<file path="config.mk">
export PLATFORM = sky130hd
export DESIGN_NAME = tlb_op_ctrl_flat
export DESIGN_NICKNAME = d
export VERILOG_FILES = /design/src/rtl/tlb_op_ctrl_if.sv /design/src/rtl/tlb_op_ctrl.sv /design/src/flat_wrapper.sv
export SDC_FILE = /design/constraint.sdc
export NUM_CORES = 1
export LEC_CHECK = 0
export BUFFER_PORTS_ARGS = -buffer_cell sky130_fd_sc_hd__buf_2
export CORE_MARGIN = 2
export CORE_UTILIZATION = 45
export DETAILED_ROUTE_END_ITERATION = 7
export GPL_ROUTABILITY_DRIVEN = 0
export PLACE_DENSITY_LB_ADDON = 0.1
export SLEW_MARGIN = 20
export SYNTH_ARGS = -nofsm -noshare
export SYNTH_HDL_FRONTEND = slang
export SYNTH_SLANG_ARGS = --single-unit
</file>
<file path="constraint.sdc">
create_clock -name clk -period 3.55 [get_ports clk]
set_input_delay 0.1775 -clock clk [delete_from_list [all_inputs] [get_ports clk]]
set_output_delay 0.1775 -clock clk [all_outputs]
set_load 0.01 [all_outputs]
</file>
<file path="src/rtl/tlb_op_ctrl_if.sv">
// ---------------------------------------------------------------------------
// tlb_op_ctrl_if
//
// Pipeline-side handshake bundle for the TLB maintenance sequencer.
// The memory-stage pipeline is the master, the sequencer is the slave.
//
// Signals:
//   op_valid    master->slave  pipeline presents an operation
//   op_ready    slave->master  sequencer can accept (IDLE only)
//   op_code     master->slave  0 SRCH, 1 RD, 2 WR, 3 FILL, 4 INV, 5-7 illegal
//   inv_op      master->slave  INVTLB op field
//   inv_asid    master->slave  INVTLB ASID operand
//   inv_vpn     master->slave  INVTLB VA[31:13] operand
//   done_valid  slave->master  operation complete
//   done_ready  master->slave  pipeline acknowledges completion
//   done_err    slave->master  illegal op_code or inv_op > 6
// ---------------------------------------------------------------------------
interface tlb_op_ctrl_if;
  logic        op_valid;
  logic        op_ready;
  logic [2:0]  op_code;
  logic [4:0]  inv_op;
  logic [9:0]  inv_asid;
  logic [18:0] inv_vpn;
  logic        done_valid;
  logic        done_ready;
  logic        done_err;

  modport master (
    output op_valid, op_code, inv_op, inv_asid, inv_vpn, done_ready,
    input  op_ready, done_valid, done_err
  );

  modport slave (
    input  op_valid, op_code, inv_op, inv_asid, inv_vpn, done_ready,
    output op_ready, done_valid, done_err
  );
endinterface

</file>
<file path="src/rtl/tlb_op_ctrl.sv">
// ---------------------------------------------------------------------------
// tlb_op_ctrl
//
// Sequencer for the TLBSRCH, TLBRD, TLBWR, TLBFILL and INVTLB instructions.
// Accepts one operation at a time from the memory-stage pipeline, drives the
// translation unit's maintenance strobes, captures search/read results for
// the CSR file and reports completion with a valid/ready handshake.
//
// Optional feature macro: TLB_FILL_LFSR_EN
//   defined   : TLBFILL index comes from a free-running 5-bit LFSR
//   undefined : TLBFILL index is a round-robin counter
//
// Ports:
//   clk, reset                 clock, synchronous active-high reset
//   excp_flush, ertn_flush     abort the operation in progress
//   op_if                      pipeline handshake (slave modport)
//   tlb_wen                    TLBWR write strobe
//   tlb_fill_en, rand_index    TLBFILL write strobe and target index
//   tlbinv_en/op/asid/vpn      invalidate request
//   data_tlbserch_en           search request
//   serch_tlb_finish           search result valid
//   data_tlbfound/index        search hit and hit index
//   r_*                        read-port fields of the entry at TLBIDX
//   srch_we/found/index        CSR write pulse and data for search result
//   rd_we/e/vppn/asid/ps/elo*  CSR write pulse and data for read result
// ---------------------------------------------------------------------------
module tlb_op_ctrl #(
  parameter  int TLBNUM = 32,
  localparam int IDXW   = $clog2(TLBNUM)
) (
  input  logic             clk,
  input  logic             reset,
  input  logic             excp_flush,
  input  logic             ertn_flush,
  tlb_op_ctrl_if.slave     op_if,

  output logic             tlb_wen,
  output logic             tlb_fill_en,
  output logic [IDXW-1:0]  rand_index,

  output logic             tlbinv_en,
  output logic [4:0]       tlbinv_op,
  output logic [9:0]       tlbinv_asid,
  output logic [18:0]      tlbinv_vpn,

  output logic             data_tlbserch_en,
  input  logic             serch_tlb_finish,
  input  logic             data_tlbfound,
  input  logic [IDXW-1:0]  data_tlbindex,

  input  logic [18:0]      r_vppn,
  input  logic [9:0]       r_asid,
  input  logic             r_g,
  input  logic [5:0]       r_ps,
  input  logic             r_e,
  input  logic             r_v0,
  input  logic             r_v1,
  input  logic             r_d0,
  input  logic             r_d1,
  input  logic [1:0]       r_mat0,
  input  logic [1:0]       r_mat1,
  input  logic [1:0]       r_plv0,
  input  logic [1:0]       r_plv1,
  input  logic [19:0]      r_ppn0,
  input  logic [19:0]      r_ppn1,

  output logic             srch_we,
  output logic             srch_found,
  output logic [IDXW-1:0]  srch_index,

  output logic             rd_we,
  output logic             rd_e,
  output logic [18:0]      rd_vppn,
  output logic [9:0]       rd_asid,
  output logic [5:0]       rd_ps,
  output logic [31:0]      rd_elo0,
  output logic [31:0]      rd_elo1
);

  localparam logic [2:0] OP_SRCH = 3'd0;
  localparam logic [2:0] OP_RD   = 3'd1;
  localparam logic [2:0] OP_WR   = 3'd2;
  localparam logic [2:0] OP_FILL = 3'd3;
  localparam logic [2:0] OP_INV  = 3'd4;

  typedef enum logic [2:0] {
    ST_IDLE,
    ST_SRCH,
    ST_RD,
    ST_WR,
    ST_FILL,
    ST_INV,
    ST_DONE
  } state_t;

  state_t      state;
  state_t      next_state;

  logic        flush;
  logic        accept;
  logic        op_illegal;
  logic [2:0]  op_q;
  logic        err_q;
  logic        first_done;
  logic [31:0] elo0_raw;
  logic [31:0] elo1_raw;

  assign flush  = excp_flush | ertn_flush;
  assign accept = (state == ST_IDLE) & op_if.op_valid & ~flush;

  // Unknown codes and INVTLB ops above 6 finish immediately with an error
  // and never reach the translation unit.
  assign op_illegal = (op_if.op_code > OP_INV) |
                      ((op_if.op_code == OP_INV) & (op_if.inv_op > 5'd6));

  // EntryLO layout: {4'b0, ppn, 1'b0, g, mat, plv, d, v}
  assign elo0_raw = {4'b0, r_ppn0, 1'b0, r_g, r_mat0, r_plv0, r_d0, r_v0};
  assign elo1_raw = {4'b0, r_ppn1, 1'b0, r_g, r_mat1, r_plv1, r_d1, r_v1};

  // State register
  always_ff @(posedge clk) begin
    if (reset) begin
      state <= ST_IDLE;
    end else begin
      state <= next_state;
    end
  end

  // Next-state logic; a flush overrides every other transition
  always_comb begin
    next_state = state;
    case (state)
      ST_IDLE: begin
        if (accept) begin
          if (op_illegal) begin
            next_state = ST_DONE;
          end else begin
            case (op_if.op_code)
              OP_SRCH: next_state = ST_SRCH;
              OP_RD:   next_state = ST_RD;
              OP_WR:   next_state = ST_WR;
              OP_FILL: next_state = ST_FILL;
              default: next_state = ST_INV;
            endcase
          end
        end
      end
      ST_SRCH: begin
        if (serch_tlb_finish) begin
          next_state = ST_DONE;
        end
      end
      ST_RD, ST_WR, ST_FILL, ST_INV: next_state = ST_DONE;
      ST_DONE: begin
        if (op_if.done_ready) begin
          next_state = ST_IDLE;
        end
      end
      default: next_state = ST_IDLE;
    endcase
    if (flush) begin
      next_state = ST_IDLE;
    end
  end

  // Strobes and handshake outputs decode directly from the current state,
  // so a flush clears them the cycle after it is seen.
  always_comb begin
    op_if.op_ready   = 1'b0;
    op_if.done_valid = 1'b0;
    op_if.done_err   = 1'b0;
    data_tlbserch_en = 1'b0;
    tlb_wen          = 1'b0;
    tlb_fill_en      = 1'b0;
    tlbinv_en        = 1'b0;
    srch_we          = 1'b0;
    rd_we            = 1'b0;
    case (state)
      ST_IDLE: op_if.op_ready   = 1'b1;
      ST_SRCH: data_tlbserch_en = 1'b1;
      ST_WR:   tlb_wen          = 1'b1;
      ST_FILL: tlb_fill_en      = 1'b1;
      ST_INV:  tlbinv_en        = 1'b1;
      ST_DONE: begin
        op_if.done_valid = 1'b1;
        op_if.done_err   = err_q;
        srch_we          = first_done & ~err_q & (op_q == OP_SRCH);
        rd_we            = first_done & ~err_q & (op_q == OP_RD);
      end
      default: ;
    endcase
  end

  // Operation bookkeeping: code, error flag and INVTLB operands are held
  // from acceptance until the next acceptance. first_done marks only the
  // entry cycle of DONE so the CSR pulses fire once however long the
  // pipeline stalls done_ready.
  always_ff @(posedge clk) begin
    if (reset) begin
      op_q        <= 3'd0;
      err_q       <= 1'b0;
      tlbinv_op   <= 5'd0;
      tlbinv_asid <= 10'd0;
      tlbinv_vpn  <= 19'd0;
      first_done  <= 1'b0;
    end else begin
      first_done <= (next_state == ST_DONE) && (state != ST_DONE);
      if (accept) begin
        op_q        <= op_if.op_code;
        err_q       <= op_illegal;
        tlbinv_op   <= op_if.inv_op;
        tlbinv_asid <= op_if.inv_asid;
        tlbinv_vpn  <= op_if.inv_vpn;
      end
    end
  end

  // Search and read result capture. These registers only change in their
  // own operation state, so they stay stable while DONE waits.
  always_ff @(posedge clk) begin
    if (reset) begin
      srch_found <= 1'b0;
      srch_index <= '0;
      rd_e       <= 1'b0;
      rd_vppn    <= 19'd0;
      rd_asid    <= 10'd0;
      rd_ps      <= 6'd0;
      rd_elo0    <= 32'd0;
      rd_elo1    <= 32'd0;
    end else begin
      if ((state == ST_SRCH) && serch_tlb_finish) begin
        srch_found <= data_tlbfound;
        srch_index <= data_tlbindex;
      end
      if (state == ST_RD) begin
        rd_e    <= r_e;
        rd_vppn <= r_e ? r_vppn   : 19'd0;
        rd_asid <= r_e ? r_asid   : 10'd0;
        rd_ps   <= r_e ? r_ps     : 6'd0;
        rd_elo0 <= r_e ? elo0_raw : 32'd0;
        rd_elo1 <= r_e ? elo1_raw : 32'd0;
      end
    end
  end

`ifdef TLB_FILL_LFSR_EN
  // Free-running maximal-length 5-bit LFSR; seeded non-zero so it never
  // locks up at 0. The fill index is a snapshot taken as FILL is entered,
  // so it cannot change under the strobe.
  logic [IDXW-1:0] lfsr;

  always_ff @(posedge clk) begin
    if (reset) begin
      lfsr       <= 5'b00001;
      rand_index <= 5'b00001;
    end else begin
      lfsr <= {lfsr[3:0], lfsr[4] ^ lfsr[2]};
      if (accept && !op_illegal && (op_if.op_code == OP_FILL)) begin
        rand_index <= lfsr;
      end
    end
  end
`else
  // Round-robin fill victim: advances after each FILL strobe, wrapping
  // naturally at the index width.
  always_ff @(posedge clk) begin
    if (reset) begin
      rand_index <= '0;
    end else if (state == ST_FILL) begin
      rand_index <= rand_index + 1'b1;
    end
  end
`endif

endmodule

</file>
<file path="src/flat_wrapper.sv">
// flat-port wrapper written by rule: the top's interface ports become plain ports
module tlb_op_ctrl_flat 
#(
  parameter  int TLBNUM = 32,
  localparam int IDXW   = $clog2(TLBNUM)
)
  (clk, reset, excp_flush, ertn_flush, tlb_wen, tlb_fill_en, rand_index, tlbinv_en, tlbinv_op, tlbinv_asid, tlbinv_vpn, data_tlbserch_en, serch_tlb_finish, data_tlbfound, data_tlbindex, r_vppn, r_asid, r_g, r_ps, r_e, r_v0, r_v1, r_d0, r_d1, r_mat0, r_mat1, r_plv0, r_plv1, r_ppn0, r_ppn1, srch_we, srch_found, srch_index, rd_we, rd_e, rd_vppn, rd_asid, rd_ps, rd_elo0, rd_elo1, op_if_op_valid, op_if_op_code, op_if_inv_op, op_if_inv_asid, op_if_inv_vpn, op_if_done_ready, op_if_op_ready, op_if_done_valid, op_if_done_err);
  tlb_op_ctrl_if op_if_i ();
  input  logic clk;
  input  logic reset;
  input  logic excp_flush;
  input  logic ertn_flush;
  output logic tlb_wen;
  output logic tlb_fill_en;
  output logic [IDXW-1:0] rand_index;
  output logic tlbinv_en;
  output logic [4:0] tlbinv_op;
  output logic [9:0] tlbinv_asid;
  output logic [18:0] tlbinv_vpn;
  output logic data_tlbserch_en;
  input  logic serch_tlb_finish;
  input  logic data_tlbfound;
  input  logic [IDXW-1:0] data_tlbindex;
  input  logic [18:0] r_vppn;
  input  logic [9:0] r_asid;
  input  logic r_g;
  input  logic [5:0] r_ps;
  input  logic r_e;
  input  logic r_v0;
  input  logic r_v1;
  input  logic r_d0;
  input  logic r_d1;
  input  logic [1:0] r_mat0;
  input  logic [1:0] r_mat1;
  input  logic [1:0] r_plv0;
  input  logic [1:0] r_plv1;
  input  logic [19:0] r_ppn0;
  input  logic [19:0] r_ppn1;
  output logic srch_we;
  output logic srch_found;
  output logic [IDXW-1:0] srch_index;
  output logic rd_we;
  output logic rd_e;
  output logic [18:0] rd_vppn;
  output logic [9:0] rd_asid;
  output logic [5:0] rd_ps;
  output logic [31:0] rd_elo0;
  output logic [31:0] rd_elo1;
  input wire logic [$bits(op_if_i.op_valid)-1:0] op_if_op_valid;
  input wire logic [$bits(op_if_i.op_code)-1:0] op_if_op_code;
  input wire logic [$bits(op_if_i.inv_op)-1:0] op_if_inv_op;
  input wire logic [$bits(op_if_i.inv_asid)-1:0] op_if_inv_asid;
  input wire logic [$bits(op_if_i.inv_vpn)-1:0] op_if_inv_vpn;
  input wire logic [$bits(op_if_i.done_ready)-1:0] op_if_done_ready;
  output wire logic [$bits(op_if_i.op_ready)-1:0] op_if_op_ready;
  output wire logic [$bits(op_if_i.done_valid)-1:0] op_if_done_valid;
  output wire logic [$bits(op_if_i.done_err)-1:0] op_if_done_err;
  assign op_if_i.op_valid = op_if_op_valid;
  assign op_if_i.op_code = op_if_op_code;
  assign op_if_i.inv_op = op_if_inv_op;
  assign op_if_i.inv_asid = op_if_inv_asid;
  assign op_if_i.inv_vpn = op_if_inv_vpn;
  assign op_if_i.done_ready = op_if_done_ready;
  assign op_if_op_ready = op_if_i.op_ready;
  assign op_if_done_valid = op_if_i.done_valid;
  assign op_if_done_err = op_if_i.done_err;
  tlb_op_ctrl #(.TLBNUM(TLBNUM)) u_core (.clk(clk), .reset(reset), .excp_flush(excp_flush), .ertn_flush(ertn_flush), .op_if(op_if_i), .tlb_wen(tlb_wen), .tlb_fill_en(tlb_fill_en), .rand_index(rand_index), .tlbinv_en(tlbinv_en), .tlbinv_op(tlbinv_op), .tlbinv_asid(tlbinv_asid), .tlbinv_vpn(tlbinv_vpn), .data_tlbserch_en(data_tlbserch_en), .serch_tlb_finish(serch_tlb_finish), .data_tlbfound(data_tlbfound), .data_tlbindex(data_tlbindex), .r_vppn(r_vppn), .r_asid(r_asid), .r_g(r_g), .r_ps(r_ps), .r_e(r_e), .r_v0(r_v0), .r_v1(r_v1), .r_d0(r_d0), .r_d1(r_d1), .r_mat0(r_mat0), .r_mat1(r_mat1), .r_plv0(r_plv0), .r_plv1(r_plv1), .r_ppn0(r_ppn0), .r_ppn1(r_ppn1), .srch_we(srch_we), .srch_found(srch_found), .srch_index(srch_index), .rd_we(rd_we), .rd_e(rd_e), .rd_vppn(rd_vppn), .rd_asid(rd_asid), .rd_ps(rd_ps), .rd_elo0(rd_elo0), .rd_elo1(rd_elo1));
endmodule
</file>
==> metrics.md, run 1 <==
| Metric | Value |
|---|---|
| Final Hold Viols | 0 |
| Worst-margin pin slew | 0.816 ns |
| Post-synth EDFFs | 0 |
| Hold depth | 3 |
| Final TNS setup | 0 ns |
| Clock Path Buffers | 2 |
| HPWL Detailed | 10.8 mm |
| R2R Setup Slk | ~1.4 ns |
| Slew Limit Headroom | 0.455 |
| Max Cap Violations | 0 |
| Postcts setup bufs | 0 |
| Leak pwr | 3.43 nW |
| WL per Instance | between 10 and 15 µm |
| Post-synthesis sequential area ratio | 0.528 |
| Count of cell types in the netlist | 39 |
| Synth-to-Final Area Change | 41.4% |
| Mapped Cells | 660 |
| CTS-repair resized insts | 0 |
| RSZ-0062 raised after global routing | false |
| Hold Crit Start | data_tlbindex[4] |
| Hold Path Class | in2reg |
| Synth Area per Inst | 8.16 µm² |
| Fin area | 0.00761 mm² |
| Skew-Pair Late Insertion Delay | 0.41 ns |
| Synth Register Bits | 142 |
| CTS tree | yes |
| Final Util | 0.658 |
| Worst Clk Skew | 0.00526 ns |
| Via/cell ratio | 5.08 |
| Initial antenna violation count | 0 |
| Post-Route WL | 15.8 mm |
| Num CTS Buffers | 17 |
| Endpoints failing setup | 0 |
| Placed Instance Area | 0.00669 mm² |
| CTS root buffer | clkbuf_16 |
| FF/Latch Area | 0.00284 mm² |
| Count of input and output buffers | 282 |
| Worst-path clk slew | around 0.05 ns |
| YS warnings | 0 |
| Worst setup path class | reg2reg |
| Main synth FF type | dfxtp_1 |
| Ys async rst share | 0 |
| Hold buffers post-CTS | 25 |
| Grt ovf | 0 |
| CP Data Arrival Time | 2.44 ns |
| DRC | 0 |
| Clk sink count | roughly 140 |
| Critical-path maximum fanout | 38 |
| Min Tclk post-route | around 2.1 ns |
| Fmax | 473 MHz |
| Critical Path Start Type | flop |
| Multi-input gate area in the final layout | 0.00220 mm² |
| Die footprint | 0.0129 mm² |
| Hold EP | u_core.srch_index[4] |
| Share of the cycle needed by the critical path after routing | 0.596 |
| ANT cells | 0 |
| Boundary Pins | 293 |
| Worst r2r dst | u_core.first_done |
| Final #Nets | 1073 |
| R2R cell count | 4 |
| Mapped cell area | 0.00538 mm² |
| Number of global-route vias before repair | 5251 |
| Die Wd | 113 µm |
| CP Capture Type | flop |
| Die Ht | around 110 µm |
| Pin count of the biggest net entering global routing | 90 |
| Total track usage | 0.238 |
| RR Startpoint | u_core.state[2] |
| Pwr Density | 496 mW/mm² |
| Initial core utilization | 0.466 |
| Via Count | 5528 |
| Pins Over Slew Limit | 0 |
| Fin cells | 1088 |
| Worst IR Drop VDD | 0.362 mV |
| Status | complete, no violations |
| # rows | 39 |
| CORE AREA | 0.0116 mm² |
| Placed Cells incl. Taps | 1031 |
| Critical Path RT | 3.87 ns |
| Share of layout cells above drive strength 1 | 0.343 |
| Fill cells | between 1000 and 1500 |
| First-pass GRT wire length | 24.6 mm |
| Iter 0 DRT Violations | 319 |
| DR pass1 iterations | 4 |
| H-tree Lvls | 4 |
| DRT antenna net count | 0 |
through the flow:
step / power (mW) / setup slack, ns / hold WS (ns)
after detailed placement: 1.87 / 1.47 / 0.425
after CTS: 3.80 / 1.45 / 0.000857
after floorplan: 1.77 / 2.07 / 0.313
after global routing: 3.90 / 1.27 / 0.0145
final: 3.78 / 1.44 / 0.0160
after global placement: 1.87 / 1.50 / 0.412
registers in the layout (all words and copies together) (netlist names), 6 cells and up:
name                count
u_core.rd_asid         10
u_core.rd_vppn         19
u_core.rd_elo1         27
u_core.tlbinv_vpn      19
u_core.tlbinv_asid     10
u_core.rd_ps            6
u_core.rd_elo0         26
worst max-delay path by stage:
stage | startpoint | end | slack (ns) | depth (start not counted)
6_report | u_core.state[2] | u_core.first_done | 1.44 | 4
5_1_grt | u_core.state[2] | u_core.first_done | 1.27 | 4
4_1_cts | u_core.state[2] | u_core.first_done | 1.45 | 4
3_5_place_dp | u_core.state[2] | u_core.first_done | 1.47 | 4
3_3_place_gp | u_core.state[2] | u_core.first_done | 1.50 | 4
2_1_floorplan | u_core.state[1] | u_core.op_q[0] | 2.07 | 8
worst max-delay path, stage by stage, from the launching register on:
cell and delay (ns):
dfxtp_1 0.38, or3_4 0.46, nor2_4 0.66, a31oi_1 0.23, nor4b_2 0.30
cell families after synthesis:
kind of cell	synth area share
AO/OA/AOI/OAI	0.128
flip-flops	0.528
adder cells (fa/ha/maj)	0.00232
AND/OR/NAND/NOR	0.249
XOR/XNOR	0.00814
other	0.000697
buffers and inverters	0.0704
multiplexers	0.0130
cells in the final DEF, fill, tap and decap left out, types with 2 or more instances in the layout:
cell type | netlist | final
a21oi_1 | 128 | 128
and2_1 | 2 | 2
and3_1 | 3 | 3
and3b_1 | 2 | 2
buf_2 | 14 | 281
buf_4 | 13 | 4
bufinv_16 | 0 | 4
clkbuf_1 | 32 | 3
clkbuf_16 | 0 | 17
clkbuf_8 | 0 | 6
clkinv_2 | 1 | 2
conb_1 | 1 | 10
dfxtp_1 | 142 | 142
dlygate4sd3_1 | 0 | 25
mux2i_1 | 7 | 7
nand2_1 | 170 | 170
nand3_1 | 90 | 90
nand4_1 | 2 | 2
nor2_1 | 18 | 18
nor3b_2 | 1 | 2
nor4_1 | 2 | 2
xnor2_1 | 2 | 2
xor2_1 | 3 | 3
metal layers:
| metal | track usage | share of wire |
|---|---|---|
| met2 | 0.403 | 0.50 |
| met3 | 0.0786 | 0.078 |
| met1 | 0.272 | 0.39 |
| met5 | 0 | 0 |
| met4 | 0.116 | 0.032 |
synthesized netlist by cell type, types with 2 or more instances:
library cell	instances	share of area
clkbuf_1	32	0.022
dfxtp_1	142	0.53
xnor2_1	2	0.0033
nor2_1	18	0.013
nand4_1	2	0.0023
and2_1	2	0.0023
and3_1	3	0.0035
and3b_1	2	0.0033
buf_4	13	0.018
buf_6	7	0.015
xor2_1	3	0.0049
or3b_1	2	0.0033
nand2_1	170	0.12
nor4_1	2	0.0023
nand3_1	90	0.084
buf_2	14	0.013
a21oi_1	128	0.12
mux2i_1	7	0.013
where the power goes:
group          switching (mW)  total [mW]  leakage, nW  internal (mW)
clock network           0.633        1.92        0.317           1.29
logic                   0.128       0.236         1.96          0.108
registers              0.0107        1.63         1.15           1.61
cell type report:
type,instances,share of cell area
tap,143,0.0235
clock inverter,5,0.0164
timing repair buffer,312,0.228
inverter,2,0.00115
sequential,142,0.373
clock buffer,26,0.0682
multi-input combinational,458,0.289
Note: power is estimated with default switching activity, not from simulation.
==> run 2: changes to the inputs <==
CORE_UTILIZATION = 40   (was 45)
clock period = 1.8 ns   (was 3.55 ns; I/O delays follow)
==> run 2 against run 1 <==
Effect of this change: final cell count is 14% higher; power rose by 99%; critical endpoint is now tlb_fill_en; critical path type is now reg2out; core utilization rose by 0.90 points; largest power group unchanged; critical path depth down 1.
==> metrics.md, run 2 (synthesis results as in run 1) <==
| Metric | Value |
|---|---|
| H-tree Lvls | 4 |
| Clock Path Buffers | 2 |
| Pre-CTS setup slack | ~0.23 ns |
| RSZ-0062 raised after global routing | false |
| Final Hold Viols | 0 |
| Final TNS setup | 0 ns |
| Fin cells | approximately 1200 |
| Endpoints failing setup | 0 |
| Pwr Density | 855 mW/mm² |
| Num CTS Buffers | 17 |
| DRC | 0 |
| Die Ht | around 120 µm |
| WL per Instance | ~14 µm |
| Fmax | 613 MHz |
| Hold Path Class | in2reg |
| Die footprint | 0.0144 mm² |
| Post-Route WL | 17.6 mm |
| # rows | 42 |
| Via/cell ratio | just under 5 |
| RR Startpoint | u_core.state[1] |
| Initial antenna violation count | 0 |
| Leak pwr | 3.91 nW |
| CORE AREA | 0.0132 mm² |
| Grt ovf | 0 |
| Status | complete, no violations |
| Commonest non-fill, non-tap cell in the layout | buf_2 |
| Postcts setup bufs | 0 |
| DR pass1 iterations | 4 |
| Worst Clk Skew | 0.00719 ns |
| Clk sink count | between 100 and 150 |
| Number of global-route vias before repair | 5797 |
| CTS root buffer | clkbuf_16 |
| Critical-path maximum fanout | 6 |
| Min Tclk post-route | between 1.5 and 2 ns |
| Sw Pwr | 1.61 mW |
| CP Capture Type | output port |
| ANT cells | 0 |
| Worst Slack Setup Final | between 0.15 and 0.2 ns |
| Share of the cycle needed by the critical path after routing | 0.906 |
| Fill cells | roughly 1000 |
| Worst setup path class | reg2out |
| Placed Cells incl. Taps | about 1100 |
| Count of input and output buffers | between 200 and 300 |
| Clock network fraction of total power | 0.485 |
| Iter 0 DRT Violations | 366 |
| HPWL Detailed | 10.8 mm |
| Pin count of the biggest net entering global routing | 90 |
| Total track usage | 0.240 |
| Synth-to-Final Area Change | 63.5% |
| Top flop regs | u_core.rd_elo1: 27 flops, u_core.rd_elo0: 26 flops |
| Share of layout cells above drive strength 1 | 0.315 |
| Top reg by flops | u_core.rd_elo1 |
| Slew Limit Headroom | 0.632 |
| Worst-path clk slew | 0.06 ns |
| Boundary Pins | 293 |
| Worst r2r dst | u_core.tlbinv_asid[7] |
| Critical Path Start Type | flop |
| CP Data Arrival Time | 1.54 ns |
| Max Cap Violations | 0 |
| Largest register FFs | 27 |
| Worst IR Drop VDD | about 0.5 mV |
| Final #Nets | ~1200 |
| DRT antenna net count | 0 |
| Pins Over Slew Limit | 0 |
| Skew-Pair Late Insertion Delay | 0.41 ns |
| Hold depth | 2 |
| Die Wd | 120 µm |
| Hold EP | u_core.srch_index[0] |
| CTS tree | yes |
| R2R Setup Slk | ~0.21 ns |
| Critical Path RT | 1.71 ns |
| Hold Crit Start | reset |
| Internal Power | 5.92 mW |
| Via Count | 5983 |
| Flop pwr share | 0.426 |
| Switching Fraction | 0.214 |
| R2R cell count | 6 |
| Final Util | 0.667 |
| Leading cell types in the layout, fill and taps excluded | buf_2, nand2_1, dfxtp_1 |
| Worst-margin pin slew | about 0.55 ns |
| Share of power burned in combinational logic | 0.090 |
| Initial core utilization | 0.408 |
| First-pass GRT wire length | 27.8 mm |
[run 2: cell types whose count changed in the layout (fill, tap and decap cells not counted)]
cell	delta
clkinv_4	+1
clkinv_2	+3
clkbuf_1	-3
buf_4	+1
clkbuf_8	-1
nor2_1	-1
clkinvlp_4	+2
nor2_2	+1
dlygate4sd3_1	+108
buf_12	+5
bufinv_16	-1
buf_16	-1
[run 2: how the worst max path moves through the flow]
stage	start	endpoint	cells after the start
3_5_place_dp	u_core.state[1]	u_core.tlbinv_asid[6]	6
2_1_floorplan	u_core.state[1]	u_core.op_q[0]	8
6_report	u_core.state[2]	tlb_fill_en	3
3_3_place_gp	u_core.state[1]	u_core.tlbinv_asid[8]	6
5_1_grt	u_core.op_q[1]	srch_we	4
4_1_cts	u_core.state[2]	rd_we	5
[run 2: layer usage]
layer	global-route usage	routed length (µm)	vias up
li1	-	-	2959
met1	0.273	6830	2761
met2	0.423	9150	233
met3	0.0632	1210	30
met4	0.0985	450	0
met5	0	0	-
[run 2: power groups by stage]
stage	clock network (mW)	registers [mW]	logic, mW
floorplan	0	3.29	0.202
global placement	0	3.27	0.432
detailed placement	0	3.27	0.439
CTS	3.72	3.20	0.667
global route	3.87	3.21	0.731
finish	3.65	3.20	0.675
[run 2: worst max-delay path: stages (launching register included)]
cell and delay, ns:
dfxtp_1 0.38, buf_4 0.15, nor3b_2 0.37, buf_2 0.23
[run 2: area by class of cell]
cell class	count	area, µm²	area share
sequential	142	2840	0.323
clock buffer	22	494	0.0562
multi-input combinational	458	2210	0.251
inverter	2	8.76	0.000995
tap	176	220	0.0250
timing repair buffer	425	2900	0.329
clock inverter	10	134	0.0152
[run 2: metrics by stage]
stage | area (µm²) | total power [mW] | hold WS [ns]
after CTS | 8800 | 7.59 | 0.00403
after floorplan | 5420 | 3.49 | 0.226
final | 8800 | 7.53 | 0.0238
after global routing | 8800 | 7.81 | 0.0207
after detailed placement | 6840 | 3.71 | 0.334
after global placement | 6840 | 3.70 | 0.322
[run 2: repair_timing]
item	CTS	global route
endpoints found under the hold margin	133	0
hold buffers	133	0
setup endpoints to repair	0	2
gates resized for setup	0	1
